### config.mk
export PLATFORM = sky130hd
export DESIGN_NAME = ysyx_22050019_mem_wb_pipe
export DESIGN_NICKNAME = d
export VERILOG_FILES = /design/src/rtl/ysyx_22050019_mem_wb_pipe.sv
export SDC_FILE = /design/constraint.sdc
export NUM_CORES = 1
export LEC_CHECK = 0
export BUFFER_PORTS_ARGS = -buffer_cell sky130_fd_sc_hd__buf_2
export CORE_AREA = 2 2 414 416
export CTS_CLUSTER_SIZE = 14
export DETAILED_ROUTE_END_ITERATION = 8
export DIE_AREA = 0 0 416 418
export PLACE_DENSITY_LB_ADDON = 0.08
export SYNTH_ARGS = -nofsm -noshare
export SYNTH_HDL_FRONTEND = slang
export SYNTH_SLANG_ARGS = --single-unit
### constraint.sdc
create_clock -name clk -period 2.2 [get_ports clk]
set_input_delay 0.33 -clock clk [delete_from_list [all_inputs] [get_ports clk]]
set_output_delay 0.33 -clock clk [all_outputs]
set_load 0.05 [all_outputs]
### src/rtl/ysyx_22050019_mem_wb_pipe.sv
// MEM->WB stage: two-entry valid/ready skid buffer with write-back source merge, flush and retire counter.
// Optional difftest support (CSR snapshots, ebreak detection) is enabled by defining YSYX_22050019_DIFFTEST_EN.
module ysyx_22050019_mem_wb_pipe #(
  parameter int XLEN   = 64,
  parameter int NR_CSR = 4,
  parameter int CNT_W  = 64
) (
  input  logic                   clk,
  input  logic                   rst_n,
  input  logic                   flush_i,
  input  logic                   in_valid_i,
  output logic                   in_ready_o,
  input  logic [XLEN-1:0]        pc_i,
  input  logic [31:0]            inst_i,
  input  logic                   reg_we_exu_i,
  input  logic [4:0]             reg_waddr_exu_i,
  input  logic [XLEN-1:0]        reg_wdata_exu_i,
  input  logic                   csr_sel_i,
  input  logic [XLEN-1:0]        reg_wdata_csr_i,
  input  logic                   reg_we_lsu_i,
  input  logic [4:0]             reg_waddr_lsu_i,
  input  logic [XLEN-1:0]        reg_wdata_lsu_i,
  input  logic [NR_CSR*XLEN-1:0] csr_snap_i,
  output logic                   out_valid_o,
  input  logic                   out_ready_i,
  output logic [XLEN-1:0]        pc_o,
  output logic [31:0]            inst_o,
  output logic                   reg_we_o,
  output logic [4:0]             reg_waddr_o,
  output logic [XLEN-1:0]        reg_wdata_o,
  output logic [NR_CSR*XLEN-1:0] csr_snap_o,
  output logic                   commit_o,
  output logic [CNT_W-1:0]       retire_cnt_o,
  output logic                   wb_conflict_o,
  output logic                   ebreak_o
);

  typedef enum logic [1:0] {EMPTY, ONE, TWO} state_t;

  state_t state, state_next;
  logic   in_ready_q;
  logic   accept, commit;
  logic   load_main_in, load_skid_in, load_main_skid;

  logic            cap_we;
  logic [4:0]      cap_waddr;
  logic [XLEN-1:0] cap_wdata;

  logic [XLEN-1:0] main_pc, skid_pc;
  logic [31:0]     main_inst, skid_inst;
  logic            main_we, skid_we;
  logic [4:0]      main_waddr, skid_waddr;
  logic [XLEN-1:0] main_wdata, skid_wdata;
  logic [CNT_W-1:0] retire_cnt;
  logic            conflict_q;

  assign accept      = in_valid_i & in_ready_q;
  assign out_valid_o = (state != EMPTY);
  assign commit      = out_valid_o & out_ready_i;
  assign commit_o    = commit;
  assign in_ready_o  = in_ready_q;

  // EXU/CSR result has priority over the load result; writes to x0 are suppressed.
  always_comb begin
    cap_we    = 1'b0;
    cap_waddr = 5'd0;
    cap_wdata = '0;
    if (reg_we_exu_i) begin
      cap_we    = 1'b1;
      cap_waddr = reg_waddr_exu_i;
      cap_wdata = csr_sel_i ? reg_wdata_csr_i : reg_wdata_exu_i;
    end else if (reg_we_lsu_i) begin
      cap_we    = 1'b1;
      cap_waddr = reg_waddr_lsu_i;
      cap_wdata = reg_wdata_lsu_i;
    end
    if (cap_waddr == 5'd0) cap_we = 1'b0;
  end

  always_comb begin
    state_next     = state;
    load_main_in   = 1'b0;
    load_skid_in   = 1'b0;
    load_main_skid = 1'b0;
    case (state)
      EMPTY: if (accept) begin
        state_next   = ONE;
        load_main_in = 1'b1;
      end
      ONE: begin
        if (accept && commit) begin
          load_main_in = 1'b1;
        end else if (accept) begin
          state_next   = TWO;
          load_skid_in = 1'b1;
        end else if (commit) begin
          state_next = EMPTY;
        end
      end
      TWO: if (commit) begin
        state_next     = ONE;
        load_main_skid = 1'b1;
      end
      default: state_next = EMPTY;
    endcase
    if (flush_i) begin
      state_next     = EMPTY;
      load_main_in   = 1'b0;
      load_skid_in   = 1'b0;
      load_main_skid = 1'b0;
    end
  end

  always_ff @(posedge clk) begin
    if (rst_n) begin
      state      <= EMPTY;
      in_ready_q <= 1'b1;
      retire_cnt <= '0;
      conflict_q <= 1'b0;
    end else begin
      state      <= state_next;
      in_ready_q <= (state_next != TWO);
      if (commit) retire_cnt <= retire_cnt + {{(CNT_W-1){1'b0}}, 1'b1};
      if (accept && !flush_i && reg_we_exu_i && reg_we_lsu_i) conflict_q <= 1'b1;
    end
  end

  always_ff @(posedge clk) begin
    if (rst_n) begin
      main_pc <= '0; main_inst <= '0; main_we <= 1'b0; main_waddr <= '0; main_wdata <= '0;
      skid_pc <= '0; skid_inst <= '0; skid_we <= 1'b0; skid_waddr <= '0; skid_wdata <= '0;
    end else begin
      if (load_main_in) begin
        main_pc <= pc_i; main_inst <= inst_i; main_we <= cap_we;
        main_waddr <= cap_waddr; main_wdata <= cap_wdata;
      end else if (load_main_skid) begin
        main_pc <= skid_pc; main_inst <= skid_inst; main_we <= skid_we;
        main_waddr <= skid_waddr; main_wdata <= skid_wdata;
      end
      if (load_skid_in) begin
        skid_pc <= pc_i; skid_inst <= inst_i; skid_we <= cap_we;
        skid_waddr <= cap_waddr; skid_wdata <= cap_wdata;
      end
    end
  end

  assign pc_o          = out_valid_o ? main_pc    : '0;
  assign inst_o        = out_valid_o ? main_inst  : '0;
  assign reg_we_o      = out_valid_o & main_we;
  assign reg_waddr_o   = out_valid_o ? main_waddr : '0;
  assign reg_wdata_o   = out_valid_o ? main_wdata : '0;
  assign retire_cnt_o  = retire_cnt;
  assign wb_conflict_o = conflict_q;

`ifdef YSYX_22050019_DIFFTEST_EN
  logic [NR_CSR*XLEN-1:0] main_snap, skid_snap;

  always_ff @(posedge clk) begin
    if (rst_n) begin
      main_snap <= '0;
      skid_snap <= '0;
    end else begin
      if (load_main_in)        main_snap <= csr_snap_i;
      else if (load_main_skid) main_snap <= skid_snap;
      if (load_skid_in)        skid_snap <= csr_snap_i;
    end
  end

  assign csr_snap_o = out_valid_o ? main_snap : '0;
  assign ebreak_o   = commit & (inst_o == 32'h00100073);
`else
  logic unused_snap;
  assign unused_snap = ^csr_snap_i;
  assign csr_snap_o  = '0;
  assign ebreak_o    = 1'b0;
`endif

endmodule

Word level (Yosys, flattened, before mapping)
Cells that the tools add are included. W data, S select, Z words.

Logic and storage cells: 69. Flip-flop bits (word level): 400. Output and inout port bits: 491. Input port bits: 562.

Equality and inequality tests: 3. Multiplexer cells: 39. Bitwise gates (word level): 3. Reductions and logical operators: 9. Add/sub/neg operators: 1.

Operator list (count): $mux W64 (9); $mux W32 (3); $add A64 B1 Y64 const B (1); $mux W5 (5); $mux W1 (14); $mux W2 (6); $pmux W2 S3 (1); $logic_not A5 Y1 (1); $logic_and A1 B1 Y1 (4); $reduce_bool A2 Y1 (2); $and A1 B1 Y1 (3); $eq A2 B1 Y1 const B (1); $eq A2 B2 Y1 const B (1); $logic_not A2 Y1 (1); $ne A2 B2 Y1 const B (1); $pmux W1 S2 (1); $logic_not A1 Y1 (1).

Longest topological paths before layout
Depth after elaboration: 8. Mapped depth: 9. Depth with buffers taken out: 6.

Worst setup path before layout
Ideal clock, no wire load.

Path type: register -> register. Start point: register retire_cnt[4], in the netlist retire_cnt_o[4]. End point: register retire_cnt[52], in the netlist retire_cnt_o[52]. Path buffers: 1. Setup slack: -0.201 ns. Cell stages (with the launch flop): 7. Setup time: 0.070 ns. Data arrival time: 2.330 ns. Period minus slack after synthesis: 2.401 ns. Required time: 2.130 ns. Cell sequence: dfxtp_1 nand4_4 nor4_4 nand2_2 buf_6 or4_1 a21oi_1.

Cells in the longest elaborated chain, start to end: 1.

Ends and longest elaborated chain: from (decl) (line 54) `logic [CNT_W-1:0] retire_cnt;`; from (signal assigned) (line 123) `if (commit) retire_cnt <= retire_cnt + {{(CNT_W-1){1'b0}}, 1'b1};`; $add A64 B1 Y64 (line 123).

Every way passes these cells. A chain may end at the register's enable or synchronous reset.

Final worst setup path
Start point: register state[1]. End point: output reg_waddr_o[1].

Cells in the longest elaborated chain, start to end: 2.

Ends and longest elaborated chain: from (decl) (line 40) `state_t state, state_next;`; from (signal assigned) (line 121) `state <= state_next;`; $reduce_bool A2 Y1 (line 58) `assign out_valid_o = (state != EMPTY);`; $mux W5 (line 150) `assign reg_waddr_o = out_valid_o ? main_waddr : '0;`; to (decl) (line 29) `output logic [4:0] reg_waddr_o,`.

Every way passes these cells.

==> metrics.md <==
| Metric | Value |
|---|---|
| Outcome | finished, violations left |
| Failing checks | setup timing |
| Crit. End Element | output pin |
| Drt pass-1 iters | 5 |
| WP data required | 1.87 ns |
| Max Fclk | 0.4232 GHz |
| DRT iter0 DRCs | 797 |
| Via count | 18,930 |
| Slowest-stage cell, CP | dfxtp_4 |
| Peak VDD IR | 0.0006410 V |
| Hold WC Path Type | in -> reg |
| Worst Slack Setup Final | -0.1631 ns |
| Synth top area share | 0.4025 |
| Startpoint types | flip-flop |
| Yosys cell types | 43 |
| Maximum number of pins on one net before global-route repair | 73 |
| Num rows | 151 |
| Vias in the first global route | 19,000 |
| Power Dens Cells | 686.0 nW/um2 |
| Area grow syn2layout | 55.29% |
| Commonest cells in the netlist | 400 x dfxtp_1, 326 x nand2_1, 257 x buf_4 |
| CP max stage delay | 0.34 ns |
| First-pass GRT wire length | 146.6 mm |
| Total CTS buffers | 60 |
| Clk pin slew, worst setup/hold paths | 0.06 ns |
| Power, Total | 21.20 mW |
| Hold Violations, Final | 0 |
| Leak pwr | 12.00 nW |
| # IOs | 1,053 |
| CTS tree | yes |
| RSZ-0062 raised after global routing | yes |
| Area leader, netlist | dfxtp_1 |
| Slew HR | 0.4932 |
| GR Util All Layers | 0.1162 |
| Top cells by area, synth | dfxtp_1 40%, buf_4 9.7%, a211oi_1 6.4% |
| Post-synthesis register bit count | 400 |
| Post-synth EDFFs | 0 |
| Cells along the critical path | or2_4, buf_12, buf_16, and2_4, buf_8 |
| Setup violators final | 167 |
| Synth Flop Type | dfxtp_1 |
| Crit Path Max Fanout | 8 |
| Synth Area per Inst | 8.287 um2 |
| Nets | 3,654 |
| Cells after Synth | 2,401 |
| Die H | 418 um |
| Gpl congestion | 0.7192 |
| Die width | 416 um |
| DR vias/cell | 3.533 |
| Placed inst area | 26,140 um2 |
| WS Path Type | reg -> out |
| CORE AREA | 169,100 um2 |
| Number of warnings issued by yosys | 0 |
| Async S/R FF share, synth | 0 |
| Initial antenna violation count | 23 |
| Layout cells sized above 1 | 0.3364 |
| Clk_skew | 0.06188 ns |
| DR WL/cell | 19.64 um |
| Max Transition Viols Final | 0 |
| H-tree levels | 2 |
| Final instance area | 30,900 um2 |
| Total Wirelength | 105.2 mm |
| CTS sink cnt | 400 |
| Core Util, Final | 0.1827 |
| HPWL Detailed | 77.11 mm |
| Root Driver | clkbuf_16 |
| Clk_lat worst skew | 0.68 ns |
| Cell Area, Synth | 19,900 um2 |
| TNS Setup | -16.98 ns |
| Sequential fraction of the synthesis area | 0.4025 |
| Final period utilization | 1.074 |
| Worst Max-Slew Pin Slew | 0.7602 ns |
| Most common cell in the netlist | dfxtp_1 |
| Die area | 173,900 um2 |
| CTS Buffer Depth | 3 |
| Port-buffer cells | 539 |
| Tmin final | 2.363 ns |
| FILL cells | 19,000 |
| Post-route DRC | 0 |
| Initial Utilization | 0.1177 |
| Grt ovf | 0 |
| Number of max-cap violations | 0 |
| Critical Path AT | 2.03 ns |
| Antenna-violating nets left | 0 |
[where the power goes]
part | switching, mW | internal (mW) | total, mW
Sequential | 0.122 | 7.45 | 7.58
Clock | 3.99 | 6.20 | 10.2
Combinational | 2.33 | 1.11 | 3.44
[final cells by class]
type                       instances  area (um2)  share of cell area
multi-input combinational       1798       10510              0.3400
sequential                       400        8055              0.2607
timing repair buffer             822        7467              0.2417
tap                             2218        2775             0.08982
clock buffer                      97        1862             0.06026
clock inverter                    13       196.4            0.006358
inverter                           9       33.78            0.001093
antenna                            1       2.502          0.00008099
[routing by layer]
layer / part of all wire / wire (um) / track usage / vias up
li1: - / - / - / 9272
met1: 0.45 / 47260 / 0.1514 / 9012
met2: 0.48 / 50950 / 0.1969 / 546
met3: 0.047 / 4986 / 0.02327 / 99
met4: 0.019 / 1998 / 0.02508 / 2
met5: 0.00012 / 13 / 0 / -
[cells in the final DEF, fill, tap and decap left out, types with 13 or more instances in the layout]
| cell type | n |
|---|---|
| dlygate4sd3_1 | 98 |
| buf_6 | 84 |
| dfxtp_1 | 368 |
| nand2_1 | 325 |
| nand4_1 | 24 |
| conb_1 | 257 |
| a21oi_1 | 234 |
| and2_1 | 55 |
| dfxtp_2 | 29 |
| clkbuf_1 | 16 |
| or4_1 | 18 |
| buf_2 | 368 |
| buf_12 | 91 |
| a22oi_1 | 165 |
| buf_4 | 133 |
| nor3_1 | 21 |
| o21ai_0 | 13 |
| clkbuf_8 | 20 |
| a211oi_1 | 170 |
| clkbuf_16 | 63 |
| o31ai_1 | 16 |
| nor2b_1 | 56 |
| nand3_1 | 28 |
| and2_4 | 117 |
| buf_8 | 35 |
| mux2_2 | 64 |
| nor2_1 | 130 |
| xor2_1 | 26 |
[flip-flops by register name (all words and copies together) (netlist names), 2 cells and up]
signal	cells
skid_pc	64
main_inst	32
main_wdata	64
skid_waddr	5
main_pc	64
state	2
retire_cnt_o	64
main_waddr	5
skid_wdata	64
skid_inst	32
[stage by stage]
stage | setup WS, ns | hold slack [ns] | instances
floorplan | 0.001617 | 0.4317 | 2657
global placement | -0.2044 | 0.4399 | 5129
detailed placement | -0.1855 | 0.4438 | 5129
CTS | -0.2417 | 0.04259 | 5351
global route | -0.2529 | 0.08075 | 5358
finish | -0.1631 | 0.1116 | 5358
[worst max-delay path: cells and delay by family (launching register included)]
kind | cells | cell delay (ns)
flip-flops | 1 | 0.34
buffers and inverters | 3 | 0.49
AND/OR/NAND/NOR | 2 | 0.45
[cells by family after synthesis]
logic type | share of synthesized area
and+or+nand+nor | 0.2062
AOI/OAI and AO/OA | 0.2018
buffers and inverters | 0.1361
DFF | 0.4025
muxes | 0.03723
xor gates and xnor gates | 0.01541
adders and majority gates | 0.0006288
other | 0.0001885
[final timing paths]
kind,slack [ns],startpoint,cells after the start,end
max reg2reg,0.14,state[0],8,retire_cnt_o[63]
max,-0.16,state[1],5,reg_waddr_o[1]
min,0.11,reg_wdata_lsu_i[62],3,skid_wdata[62]
min reg2reg,0.45,main_pc[58],2,main_pc[58]
[repair_timing]
| item | CTS | global route |
|---|---|---|
| hold buffers | 98 | 0 |
| gates resized for setup | 410 | 41 |
| pin swaps | 38 | 11 |
| endpoints found under the hold margin | 194 | 0 |
| buffers inserted | 7 | 5 |
| cloned | 7 | 2 |
| endpoints found under the setup margin | 168 | 179 |
Power figures use the tool's default switching activity.
